===== src/rtl/udp_tx_framer.sv =====
// udp_tx_framer: Ethernet/IPv4/UDP transmit framer, one GMII byte per clock.
// Builds preamble, headers with IP checksum, payload, pad and CRC-32 FCS.
package ProtocolInfo;
    localparam logic [47:0] MAC_dest = 48'h28D2_444F_D6AC;
    localparam logic [47:0] MAC_src  = 48'h000A_3501_0203;
    localparam logic [7:0]  IP_0     = 8'd192;
    localparam logic [7:0]  IP_1     = 8'd168;
    localparam logic [7:0]  IP_2     = 8'd1;
    localparam logic [7:0]  IP_3src  = 8'd20;
    localparam logic [7:0]  IP_3des  = 8'd25;
    localparam logic [15:0] UDP_Port = 16'h1F40;
endpackage

module udp_tx_framer
    import ProtocolInfo::*;
#(
    parameter int MAX_LEN = 1472,
    parameter int IFG     = 12
) (
    input  logic        clk,
    input  logic        rst,
    input  logic        start,
    input  logic [10:0] len,
    input  logic [7:0]  pay_data,
    input  logic        pay_valid,
    output logic        pay_ready,
    output logic [7:0]  tx_data,
    output logic        tx_en,
    output logic        tx_er,
    output logic        busy,
    output logic        done,
    output logic        len_err
);

    typedef enum logic [2:0] {
        S_IDLE, S_PRE, S_SFD, S_HDR, S_PAY, S_PAD, S_FCS, S_GAP
    } state_t;

    state_t      r_state, w_state_nx;
    logic [10:0] r_cnt, w_cnt_nx;
    logic [10:0] r_len;
    logic [15:0] r_csum;
    logic [31:0] r_crc;
    logic        r_len_err;

    logic        w_len_ok, w_short, w_crc_en;
    logic [31:0] w_acc, w_f1;
    logic [15:0] w_f2, w_csum;
    logic [15:0] w_ip_len, w_udp_len;
    logic [335:0] w_hdr;
    logic [8:0]  w_hdr_sh;
    logic [7:0]  w_byte;

    function automatic logic [31:0] crc8(input logic [31:0] c,
                                         input logic [7:0] d);
        logic [31:0] x;
        x = c ^ {24'h0, d};
        for (int i = 0; i < 8; i++)
            x = x[0] ? ((x >> 1) ^ 32'hEDB8_8320) : (x >> 1);
        return x;
    endfunction

    assign w_len_ok = (int'(len) <= MAX_LEN);
    assign w_short  = (r_len < 11'd18);

    // Header checksum is derived from the incoming length so it is ready at once.
    assign w_acc = 32'h4500 + 32'(16'd28 + 16'(len)) + 32'h8011
                 + 32'({IP_0, IP_1}) + 32'({IP_2, IP_3src})
                 + 32'({IP_0, IP_1}) + 32'({IP_2, IP_3des});
    assign w_f1   = {16'h0, w_acc[31:16]} + {16'h0, w_acc[15:0]};
    assign w_f2   = w_f1[31:16] + w_f1[15:0];
    assign w_csum = ~w_f2;

    assign w_ip_len  = 16'd28 + 16'(r_len);
    assign w_udp_len = 16'd8 + 16'(r_len);
    assign w_hdr = {MAC_dest, MAC_src, 16'h0800,
                    8'h45, 8'h00, w_ip_len, 32'h0, 8'h80, 8'h11, r_csum,
                    IP_0, IP_1, IP_2, IP_3src, IP_0, IP_1, IP_2, IP_3des,
                    UDP_Port, UDP_Port, w_udp_len, 16'h0};
    assign w_hdr_sh = 9'd328 - {r_cnt[5:0], 3'b000};

    always_ff @(posedge clk) begin
        if (rst) begin
            r_state <= S_IDLE;
            r_cnt   <= '0;
        end else begin
            r_state <= w_state_nx;
            r_cnt   <= w_cnt_nx;
        end
    end

    always_comb begin
        w_state_nx = r_state;
        w_cnt_nx   = r_cnt + 11'd1;
        unique case (r_state)
            S_IDLE: begin
                w_cnt_nx = '0;
                if (start && w_len_ok) w_state_nx = S_PRE;
            end
            S_PRE: if (r_cnt == 11'd6) begin
                w_state_nx = S_SFD;
                w_cnt_nx   = '0;
            end
            S_SFD: begin
                w_state_nx = S_HDR;
                w_cnt_nx   = '0;
            end
            S_HDR: if (r_cnt == 11'd41) begin
                w_state_nx = (r_len == 11'd0) ? S_PAD : S_PAY;
                w_cnt_nx   = '0;
            end
            S_PAY: if (r_cnt == r_len - 11'd1) begin
                w_state_nx = w_short ? S_PAD : S_FCS;
                w_cnt_nx   = '0;
            end
            S_PAD: if (r_cnt == 11'd17 - r_len) begin
                w_state_nx = S_FCS;
                w_cnt_nx   = '0;
            end
            S_FCS: if (r_cnt == 11'd3) begin
                w_state_nx = S_GAP;
                w_cnt_nx   = '0;
            end
            S_GAP: if (r_cnt == 11'(IFG - 1)) begin
                w_state_nx = S_IDLE;
                w_cnt_nx   = '0;
            end
            default: w_state_nx = S_IDLE;
        endcase
    end

    always_comb begin
        w_byte    = 8'h00;
        tx_en     = 1'b0;
        tx_er     = 1'b0;
        pay_ready = 1'b0;
        done      = 1'b0;
        w_crc_en  = 1'b0;
        unique case (r_state)
            S_PRE: begin
                w_byte = 8'h55;
                tx_en  = 1'b1;
            end
            S_SFD: begin
                w_byte = 8'hD5;
                tx_en  = 1'b1;
            end
            S_HDR: begin
                w_byte   = 8'(w_hdr >> w_hdr_sh);
                tx_en    = 1'b1;
                w_crc_en = 1'b1;
            end
            S_PAY: begin
                w_byte    = pay_valid ? pay_data : 8'h00;
                tx_er     = ~pay_valid;
                tx_en     = 1'b1;
                pay_ready = 1'b1;
                w_crc_en  = 1'b1;
            end
            S_PAD: begin
                tx_en    = 1'b1;
                w_crc_en = 1'b1;
            end
            S_FCS: begin
                w_byte = 8'(~r_crc >> {r_cnt[1:0], 3'b000});
                tx_en  = 1'b1;
                done   = (r_cnt == 11'd3);
            end
            default: ;
        endcase
    end

    always_ff @(posedge clk) begin
        if (rst) begin
            r_len     <= '0;
            r_csum    <= '0;
            r_crc     <= 32'hFFFF_FFFF;
            r_len_err <= 1'b0;
        end else begin
            r_len_err <= (r_state == S_IDLE) && start && !w_len_ok;
            if (r_state == S_IDLE) begin
                r_crc <= 32'hFFFF_FFFF;
                if (start && w_len_ok) begin
                    r_len  <= len;
                    r_csum <= w_csum;
                end
            end else if (w_crc_en) begin
                r_crc <= crc8(r_crc, w_byte);
            end
        end
    end

    assign tx_data = w_byte;
    assign busy    = (r_state != S_IDLE);
    assign len_err = r_len_err;

endmodule


===== config.mk =====
export PLATFORM = sky130hd
export DESIGN_NAME = udp_tx_framer
export DESIGN_NICKNAME = d
export VERILOG_FILES = /design/src/rtl/udp_tx_framer.sv
export SDC_FILE = /design/constraint.sdc
export NUM_CORES = 1
export LEC_CHECK = 0
export ABC_AREA = 1
export BUFFER_PORTS_ARGS = -buffer_cell sky130_fd_sc_hd__buf_2
export CORE_MARGIN = 5
export CORE_UTILIZATION = 35
export CTS_BUF_LIST = sky130_fd_sc_hd__clkbuf_4 sky130_fd_sc_hd__clkbuf_8
export DETAILED_ROUTE_END_ITERATION = 7
export GPL_TIMING_DRIVEN = 0
export MAX_ROUTING_LAYER = met4
export PLACE_DENSITY = 0.52
export SLEW_MARGIN = 40
export SYNTH_ARGS = -nofsm -noshare
export SYNTH_HDL_FRONTEND = slang
export SYNTH_SLANG_ARGS = --single-unit

===== constraint.sdc =====
create_clock -name clk -period 4.05 [get_ports clk]
set_clock_uncertainty 0.2 [all_clocks]
set_input_delay 0.81 -clock clk [delete_from_list [all_inputs] [get_ports clk]]
set_output_delay 0.81 -clock clk [all_outputs]
set_load 0.1 [all_outputs]

# Word-level counts from Yosys, hierarchy flattened
# Cells that the tools add are included.
# classes
add_sub_neg	15
order_cmp	2
n_eq_ne	20
shifts	2
n_mux	32
n_bitwise	12
n_reduce_logical	13
# ops
cell	count
$shr 334x9->8	1
$mux 32	8
$not 13->14	8
$pmux 11 s7	1
$mux 11	6
$pmux 8 s5	1
$not 32->32	1
$shr 32x5->8	1
$xor 32x8->32	1
$add 5x11->12 const A	2
$pmux 3 s8	1
$eq 11x11->1	2
$add 20x9->21 const B	1
$mux 3	7
$add 19x16->20 const B	1
$add 18x9->19 const B	1
$add 17x16->18 const B	1
$add 16x16->17 const B	1
$add 5x16->17	1
$add 1x16->16	1
$add 15x12->16 const A	1
$not 16->16	1
$ne 2x2->1 const B	7
$add 4x11->12 const A	1
27 further kinds	39
# word_totals
reg_bits	74
output_inout_bits	14

# Depth between registers and ports, before layout
# Gate-level depths: netlist (run 1).
# logic_depth
depth_word	20
ltp_mapped	26

# Least setup slack after synthesis (run 1)
# OpenSTA, ideal clock, no wires.
# synth_timing
path_type	register -> register
startpoint	register r_cnt[1]
endpoint	register r_crc[15]
setup_time_ps	134
t_arrival_ps	3356
required_ps	3716
slack_ps	360
stages_incl_launch_ff	23
period_less_slack_ps	3690
cell_sequence	dfxtp_1 > buf_4 > inv_2 > buf_4 > ha_1 > nor2_1 > inv_1 > nor2_1 > o211ai_1 > nand2_1 > nand2_1 > nand3_1 > nand3_1 > nand2_1 > nand2_1 > nand2_2 > nand2_1 > nand2_1 > nand2_1 > nand2_1 > nand2_1 > nand3_1 > nand3_1
# synth_between
elab_cells_between_ends	17
cone_classes	add/sub: 1; shift: 2; mux: 9; bitwise: 5
# synth_rtl
element	line_no	source
start, declared	40	logic [10:0] r_cnt, w_cnt_nx;
start signal, assigned	88	r_cnt <= w_cnt_nx;
$sub 9x9->9	80	assign w_hdr_sh = 9'd328 - {r_cnt[5:0], 3'b000};
$shr 334x9->8	149	w_byte = 8'(w_hdr >> w_hdr_sh);
$pmux 8 s5 *	139	unique case (r_state)
named net tx_data[2]	27	output logic [7:0] tx_data,
$xor 32x8->32 *	57	x = c ^ {24'h0, d};
$mux 32 * (3 in a row)	59	x = x[0] ? ((x >> 1) ^ 32'hEDB8_8320) : (x >> 1);
$not 13->14 (no source line)	n/a	
$mux 32 * (4 in a row)	59	
$not 13->14 (no source line)	n/a	
$mux 32 *	59	
end signal, assigned	188	r_crc <= crc8(r_crc, w_byte);
end, declared	43	logic [31:0] r_crc;
# The timed path passes the listed nets; every way through them passes the cells marked *.
# A chain may end at the register's enable or synchronous reset.

# Worst setup path in the final report (run 1)
# layout_timing
startpoint	register r_cnt[1]
endpoint	output tx_data[3]
# layout_between
elab_chain_len	3
elab_cells_between_ends	4
cone_classes	add/sub: 1; shift: 2; mux: 1
# layout_lines
element	line_no
$sub 9x9->9	80
$shr 334x9->8	149
$pmux 8 s5 *	139
end, declared	27
# Mark *: on every way between the ends. The rest lies on a longest branch, timed or not.

==> impl_metrics.xml, run 1 <==
<?xml version="1.0" encoding="UTF-8"?>
<metrics>
  <group name="detailed_routing">
    <metric name="detailedRoute.firstIterationViolations" unit="">507</metric>
    <metric name="route.vias.total" unit="">7074</metric>
    <metric name="final_antenna_net_count" unit="">0</metric>
    <metric name="first_pass_detailed_route_iteration_total" unit="">6</metric>
    <metric name="vias_per_std_cell" unit="">5.182</metric>
    <metric name="drc" unit="">0</metric>
    <metric name="avgRoutedWirePerCell" unit="um">17.44</metric>
    <metric name="wirelength_routed" unit="um">23800</metric>
  </group>
  <group name="power_and_ir_drop">
    <metric name="seqPwrFrac" unit="%">18.4</metric>
    <metric name="max-vdd-ir-drop" unit="uV">293.1</metric>
    <metric name="power_density" unit="mW/mm^2">668.2</metric>
    <metric name="cell_internal_pwr" unit="mW">2.044</metric>
    <metric name="leakage" unit="nW">3.713</metric>
    <metric name="combPwrFrac" unit="%">70.6</metric>
    <metric name="switchingPower" unit="mW">2.919</metric>
    <metric name="power.share.switching" unit="%">58.81</metric>
    <metric name="totalPowerFinal" unit="mW">4.962</metric>
    <metric name="clkPwrFrac" unit="%">11.0</metric>
  </group>
  <group name="job">
    <metric name="drv_cap" unit="">0</metric>
  </group>
  <group name="floorplanning">
    <metric name="die_y" unit="um">148.4</metric>
    <metric name="floorplan.io_pins" unit="">37</metric>
    <metric name="die_area" unit="mm^2">0.02202</metric>
    <metric name="area_of_the_core" unit="mm^2">0.01877</metric>
    <metric name="initial_core_util" unit="%">35.72</metric>
    <metric name="chipWidth" unit="um">148.4</metric>
    <metric name="rows" unit="">50</metric>
  </group>
  <group name="timing">
    <metric name="count_of_endpoints_failing_hold_in_the_final_timing_report" unit="">0</metric>
    <metric name="final-setup-viol-count" unit="">0</metric>
    <metric name="min_period" unit="ns">3.895</metric>
    <metric name="maxSlewViolCount" unit="">0</metric>
    <metric name="timing.max_slew.rel_slack" unit="%">43.86</metric>
    <metric name="max_slew.worst_pin.slew" unit="ns">0.8390</metric>
    <metric name="fmaxAchievable" unit="MHz">256.8</metric>
    <metric name="final_layout_setup_total_negative_slack" unit="ns">0</metric>
    <metric name="unrepaired_setup_endpoints_after_global_routing" unit="">no</metric>
    <metric name="period_utilisation_layout" unit="%">96.17</metric>
  </group>
  <group name="outcome">
    <metric name="run_status" unit="">complete, no violations</metric>
  </group>
  <group name="logic_synthesis">
    <metric name="synthesis.instances" unit="">1081</metric>
    <metric name="synth.net_count" unit="">1122</metric>
    <metric name="synth-async-reset-ratio" unit="%">0</metric>
    <metric name="ys_types" unit="">48</metric>
    <metric name="count_of_yosys_warnings_during_synthesis" unit="">0</metric>
    <metric name="ys_ff_latch" unit="">73</metric>
    <metric name="ys_dominant_reg_cell" unit="">dfxtp_1</metric>
    <metric name="syn_area" unit="mm^2">0.006704</metric>
    <metric name="synth.top_cells.by_area" unit="">dfxtp_1 (22%), nand2_1 (15%), nand3_1 (7.8%)</metric>
    <metric name="synth_enable_flop_cells" unit="">0</metric>
    <metric name="syn_avg_cell_area" unit="um^2">6.202</metric>
    <metric name="synth_sequential_area_ratio" unit="%">21.80</metric>
    <metric name="yosys.area.top_type_share" unit="%">21.80</metric>
    <metric name="netlist.top_cell.by_area" unit="">dfxtp_1</metric>
  </group>
  <group name="cells_and_area">
    <metric name="area_growth_syn_to_layout" unit="%">10.77</metric>
    <metric name="ff_latch_area" unit="mm^2">0.001464</metric>
    <metric name="fillerInstances" unit="">2089</metric>
    <metric name="postLayoutCellArea" unit="mm^2">0.007426</metric>
    <metric name="multiInputGateArea" unit="mm^2">0.004506</metric>
    <metric name="final_common_cell" unit="">nand2_1</metric>
    <metric name="post_route_cells_drive_above_1_share" unit="%">13.44</metric>
    <metric name="antenna_cells" unit="">0</metric>
    <metric name="commonest_cells_after_routing_fill_and_taps_aside" unit="">nand2_1 (265), inv_1 (128), nand3_1 (104)</metric>
    <metric name="layout.core_utilization" unit="%">39.57</metric>
    <metric name="fin_nets" unit="">1168</metric>
  </group>
  <group name="min_path">
    <metric name="holdCritPathClass" unit="">reg -&gt; reg</metric>
  </group>
  <group name="cts">
    <metric name="cts_tree" unit="">yes</metric>
    <metric name="cts-buffers-inserted" unit="">9</metric>
    <metric name="clockBufferDepth" unit="">2</metric>
    <metric name="cts-htree-levels" unit="">3</metric>
    <metric name="worst_skew_pair.late_latency" unit="ns">0.39</metric>
    <metric name="cts-root-buf" unit="">clkbuf_8</metric>
    <metric name="cts.hold.buffers_added" unit="">0</metric>
    <metric name="clkSlewWorstSetupHoldPaths" unit="ns">0.08</metric>
    <metric name="clock_sink_count" unit="">73</metric>
  </group>
  <group name="critical_path">
    <metric name="worstPathMaxFanout" unit="">14</metric>
    <metric name="worstSetupPathType" unit="">reg -&gt; out</metric>
    <metric name="cp-start-kind" unit="">flip-flop</metric>
    <metric name="cp.arrival" unit="ns">2.88</metric>
    <metric name="critical_path_required" unit="ns">3.04</metric>
    <metric name="critPathCaptureType" unit="">output pin</metric>
  </group>
  <group name="global_routing">
    <metric name="globalRouteOverflowTotal" unit="">0</metric>
    <metric name="first_global_vias" unit="">6707</metric>
    <metric name="grt_antenna_before_repair" unit="">0</metric>
    <metric name="global_route_wire_length_before_repair" unit="um">37410</metric>
    <metric name="grt_max_degree" unit="">15</metric>
    <metric name="global_route.usage.total" unit="%">22.40</metric>
  </group>
  <group name="placed_design">
    <metric name="place_congestion" unit="">0.9763</metric>
    <metric name="dpl-instance-area" unit="mm^2">0.007172</metric>
    <metric name="hpwlAfterDp" unit="um">18750</metric>
    <metric name="count_of_input_and_output_buffers" unit="">35</metric>
  </group>
</metrics>
-- area by class of cell --
class                           count  area share [%]
Multi-Input combinational cell    829           60.67
Sequential cell                    73           19.71
Inverter                          143           7.430
Tap cell                          234           3.943
Timing Repair Buffer               35           3.050
Buffer                             36           2.915
Clock buffer                        9           1.668
Clock inverter                      6          0.6066
-- power by group through the flow --
stage | combinational (mW) | sequential (mW) | clock (mW)
after global placement | 3.40 | 0.926 | 0
after global routing | 3.86 | 0.929 | 0.595
after detailed placement | 3.41 | 0.925 | 0
after floorplan | 2.62 | 0.895 | 0
after CTS | 3.46 | 0.911 | 0.563
final | 3.50 | 0.914 | 0.545
-- state kept, by name (all words and copies together), names as in the netlist --
signal   flops
r_len       11
r_crc       32
r_csum      15
r_state      3
r_cnt       11
len_err      1
-- stage by stage --
stage / hold slack [ns] / instances / setup slack [ns]
floorplan: 0.2237 / 1081 / 0.3603
global placement: 0.2395 / 1350 / -0.01197
detailed placement: 0.2389 / 1350 / -0.02825
CTS: 0.2525 / 1365 / 0.003236
global route: 0.2747 / 1365 / 0.001117
finish: 0.2500 / 1365 / 0.1553
-- critical path, stage by stage, from the launching register on --
cell,delay (ns)
dfxtp_2,0.37
buf_6,0.16
inv_4,0.07
buf_8,0.15
ha_2,0.34
inv_4,0.11
nand2_2,0.11
inv_2,0.10
nand2_1,0.10
or2_1,0.23
nand3_1,0.10
nand2_1,0.06
nand3_1,0.09
nand2_2,0.12
nand2_4,0.10
buf_4,0.29
-- timing repair --
| action | 4_1_cts | 5_1_grt |
|---|---|---|
| hold endpoints to repair | 0 | 0 |
| setup endpoints to repair | 8 | 12 |
| setup buffers | 0 | 0 |
| resized for setup | 18 | 10 |
-- synth_stat cells, drive strengths merged (3+ instances only) --
cell,n
buf,19
or2,8
o22ai,4
xor2,49
a211oi,3
o21bai,5
nand2,309
o211ai,23
nand4,15
clkbuf,17
a21oi,62
nor2,96
o21ai,66
ha,18
inv,141
nand3,108
nor3,21
xnor2,26
dfxtp,73
-- cell families (layout without fill, tap and decap cells) --
family / after synthesis / count (layout) / synth area share [%]
AND/OR/NAND/NOR: 561 / 561 / 37.55
buffers and inverters: 179 / 229 / 11.22
AO/OA/AOI/OAI: 175 / 175 / 15.32
XOR/XNOR: 75 / 75 / 10.75
flip-flops: 73 / 73 / 21.80
adder cells (fa/ha/maj): 18 / 18 / 3.360
-- worst paths after layout --
check,start,to,slack (ns),cells after the start
max,r_cnt[1],tx_data[3],0.16,15
max reg2reg,r_cnt[1],r_crc[19],0.43,26
min reg2reg,r_csum[11],r_csum[11],0.25,2
min,r_csum[11],r_csum[11],0.25,2
-- routing by layer --
| metal | vias to the layer above | wire [um] | global-route usage [%] |
|---|---|---|---|
| li1 | 3577 | - | - |
| met1 | 3233 | 11690 | 32.11 |
| met2 | 235 | 9976 | 32.15 |
| met3 | 29 | 1652 | 4.388 |
| met4 | 0 | 476 | 5.912 |
| met5 | - | 0 | - |
Note: power is estimated with default switching activity, not from simulation.
==> run 2, diff against run 1 <==
--- a/config.mk
+++ b/config.mk
@@ -13,7 +13,6 @@
 export DETAILED_ROUTE_END_ITERATION = 7
 export GPL_TIMING_DRIVEN = 0
 export MAX_ROUTING_LAYER = met4
-export PLACE_DENSITY = 0.52
 export SLEW_MARGIN = 40
 export SYNTH_ARGS = -nofsm -noshare
 export SYNTH_HDL_FRONTEND = slang
==> impl_metrics.xml, run 2 (synthesized netlist as in run 1, its figures left out) <==
<?xml version="1.0" encoding="UTF-8"?>
<metrics>
  <group name="cells_and_area">
    <metric name="commonest_cells_after_routing_fill_and_taps_aside" unit="">nand2_1 (265), inv_1 (128), nand3_1 (104)</metric>
    <metric name="fillerInstances" unit="">2037</metric>
    <metric name="top_regs" unit="">r_crc (32), r_csum (15)</metric>
    <metric name="max_flop_register" unit="">r_crc</metric>
    <metric name="final_common_cell" unit="">nand2_1</metric>
    <metric name="area_growth_syn_to_layout" unit="%">11.46</metric>
    <metric name="antenna_cells" unit="">0</metric>
    <metric name="fin_nets" unit="">1168</metric>
    <metric name="layout.core_utilization" unit="%">39.81</metric>
    <metric name="largest_register_ff_count" unit="">32</metric>
    <metric name="post_route_cells_drive_above_1_share" unit="%">13.70</metric>
  </group>
  <group name="critical_path">
    <metric name="timing.reg2reg.setup_slack" unit="ns">0.41</metric>
    <metric name="cp.arrival" unit="ns">2.89</metric>
    <metric name="critPathCaptureType" unit="">output pin</metric>
    <metric name="worst_path_largest_cell_delay" unit="ns">0.37</metric>
    <metric name="critical_path.most_common_cell" unit="">nand2_1</metric>
    <metric name="cp-start-kind" unit="">flip-flop</metric>
    <metric name="worstSetupPathType" unit="">reg -&gt; out</metric>
    <metric name="timing.critical_path.slowest_stage_cell" unit="">dfxtp_2</metric>
    <metric name="critical_path_required" unit="ns">3.04</metric>
    <metric name="worstPathMaxFanout" unit="">14</metric>
    <metric name="worstPathCellList" unit="">buf_4, inv_4, buf_8, ha_2, inv_2, nand2_2, inv_2, nand2_1, nor2_2, nand3_1, nand3_1, nand2_1, nand2_1, nand2_1, nand2_2, buf_12</metric>
  </group>
  <group name="detailed_routing">
    <metric name="first_pass_detailed_route_iteration_total" unit="">6</metric>
    <metric name="detailedRoute.firstIterationViolations" unit="">560</metric>
    <metric name="drc" unit="">0</metric>
    <metric name="final_antenna_net_count" unit="">0</metric>
    <metric name="wirelength_routed" unit="um">22730</metric>
    <metric name="avgRoutedWirePerCell" unit="um">16.65</metric>
    <metric name="route.vias.total" unit="">7159</metric>
    <metric name="vias_per_std_cell" unit="">5.245</metric>
  </group>
  <group name="power_and_ir_drop">
    <metric name="max-vdd-ir-drop" unit="uV">512.6</metric>
    <metric name="power_density" unit="mW/mm^2">674.5</metric>
    <metric name="totalPowerFinal" unit="mW">5.040</metric>
    <metric name="leakage" unit="nW">3.743</metric>
  </group>
  <group name="cts">
    <metric name="cts_tree" unit="">yes</metric>
    <metric name="clock_sink_count" unit="">73</metric>
    <metric name="clockBufferDepth" unit="">2</metric>
    <metric name="cts.hold.buffers_added" unit="">0</metric>
    <metric name="cts-htree-levels" unit="">3</metric>
    <metric name="cts-root-buf" unit="">clkbuf_8</metric>
    <metric name="clkSlewWorstSetupHoldPaths" unit="ns">0.08</metric>
    <metric name="cts-buffers-inserted" unit="">9</metric>
    <metric name="worst_skew_pair.late_latency" unit="ns">0.39</metric>
  </group>
  <group name="floorplanning">
    <metric name="initial_core_util" unit="%">35.72</metric>
    <metric name="die_area" unit="mm^2">0.02202</metric>
    <metric name="chipWidth" unit="um">148.4</metric>
    <metric name="floorplan.io_pins" unit="">37</metric>
    <metric name="area_of_the_core" unit="mm^2">0.01877</metric>
    <metric name="die_y" unit="um">148.4</metric>
    <metric name="rows" unit="">50</metric>
  </group>
  <group name="placed_design">
    <metric name="count_of_input_and_output_buffers" unit="">35</metric>
    <metric name="place_congestion" unit="">0.9689</metric>
    <metric name="hpwlAfterDp" unit="um">17920</metric>
  </group>
  <group name="job">
    <metric name="drv_cap" unit="">0</metric>
  </group>
  <group name="timing">
    <metric name="min_period" unit="ns">3.896</metric>
    <metric name="period_utilisation_layout" unit="%">96.21</metric>
    <metric name="max_slew.worst_pin.slew" unit="ns">0.7310</metric>
    <metric name="count_of_endpoints_failing_hold_in_the_final_timing_report" unit="">0</metric>
    <metric name="fmaxAchievable" unit="MHz">256.6</metric>
    <metric name="final-setup-viol-count" unit="">0</metric>
    <metric name="unrepaired_setup_endpoints_after_global_routing" unit="">no</metric>
    <metric name="timing.max_slew.rel_slack" unit="%">51.26</metric>
    <metric name="maxSlewViolCount" unit="">0</metric>
    <metric name="final_layout_setup_total_negative_slack" unit="ns">0</metric>
  </group>
  <group name="outcome">
    <metric name="run_status" unit="">complete, no violations</metric>
  </group>
  <group name="global_routing">
    <metric name="first_global_vias" unit="">6683</metric>
    <metric name="global_route.usage.total" unit="%">21.47</metric>
    <metric name="grt_antenna_before_repair" unit="">0</metric>
    <metric name="grt_max_degree" unit="">15</metric>
    <metric name="globalRouteOverflowTotal" unit="">0</metric>
    <metric name="global_route_wire_length_before_repair" unit="um">36310</metric>
  </group>
  <group name="min_path">
    <metric name="holdCritPathClass" unit="">reg -&gt; reg</metric>
  </group>
</metrics>
run 2: cell types whose count changed in the layout (fill, tap and decap cells not counted), sizes merged:
cell / change
clkinvlp: -3
bufinv: +1
buf: +2
run 2: metrics by stage:
stage	setup slack (ns)	hold WS, ns	std cells	area, um^2
after floorplan	0.3603	0.2237	1081	6704
after global placement	0.02751	0.2357	1350	7172
after detailed placement	0.06294	0.2351	1350	7172
after CTS	0.009323	0.2480	1365	7447
after global routing	0.002437	0.2748	1365	7472
final	0.1535	0.2478	1365	7472
run 2: final timing paths:
kind,cells past startpoint,to,from
min,2,r_csum[11],r_csum[11]
max reg2reg,25,r_crc[29],r_cnt[1]
min reg2reg,2,r_csum[11],r_csum[11]
max,16,tx_data[5],r_cnt[1]
run 2: report_power, final:
| part | internal (mW) | switching (mW) |
|---|---|---|
| Clock | 0.308 | 0.322 |
| Sequential | 0.815 | 0.0950 |
| Combinational | 1.02 | 2.48 |
| Total | 2.14 | 2.90 |
run 2: per-layer routing:
metal	vias to the layer above	routed length, um	GRT usage, %
li1	3581	-	-
met1	3290	10970	30.57
met2	247	9798	31.47
met3	41	1502	3.291
met4	0	455	6.328
met5	-	0	-
run 2: final cells by class:
class	count	area (um^2)	area share, %
plain buffers	36	212.7	2.847
clock buffers	11	145.1	1.942
clock inverters	4	52.55	0.7033
inverters	143	549.3	7.351
multi-input cells	829	4517	60.45
flip-flops and latches	73	1464	19.59
well taps	234	292.8	3.918
repair buffers	35	239.0	3.198
run 2: critical path, delay by kind of cell, from the launching register on:
kind	cells	cell delay, ns
buffers and inverters	6	0.85
AND/OR/NAND/NOR	9	0.96
adder cells (fa/ha/maj)	1	0.32
flip-flops	1	0.37
run 2: repair_timing:
action / 4_1_cts / 5_1_grt
endpoints found under the setup margin: 8 / 8
gates resized for setup: 24 / 8
buffers inserted: 0 / 0
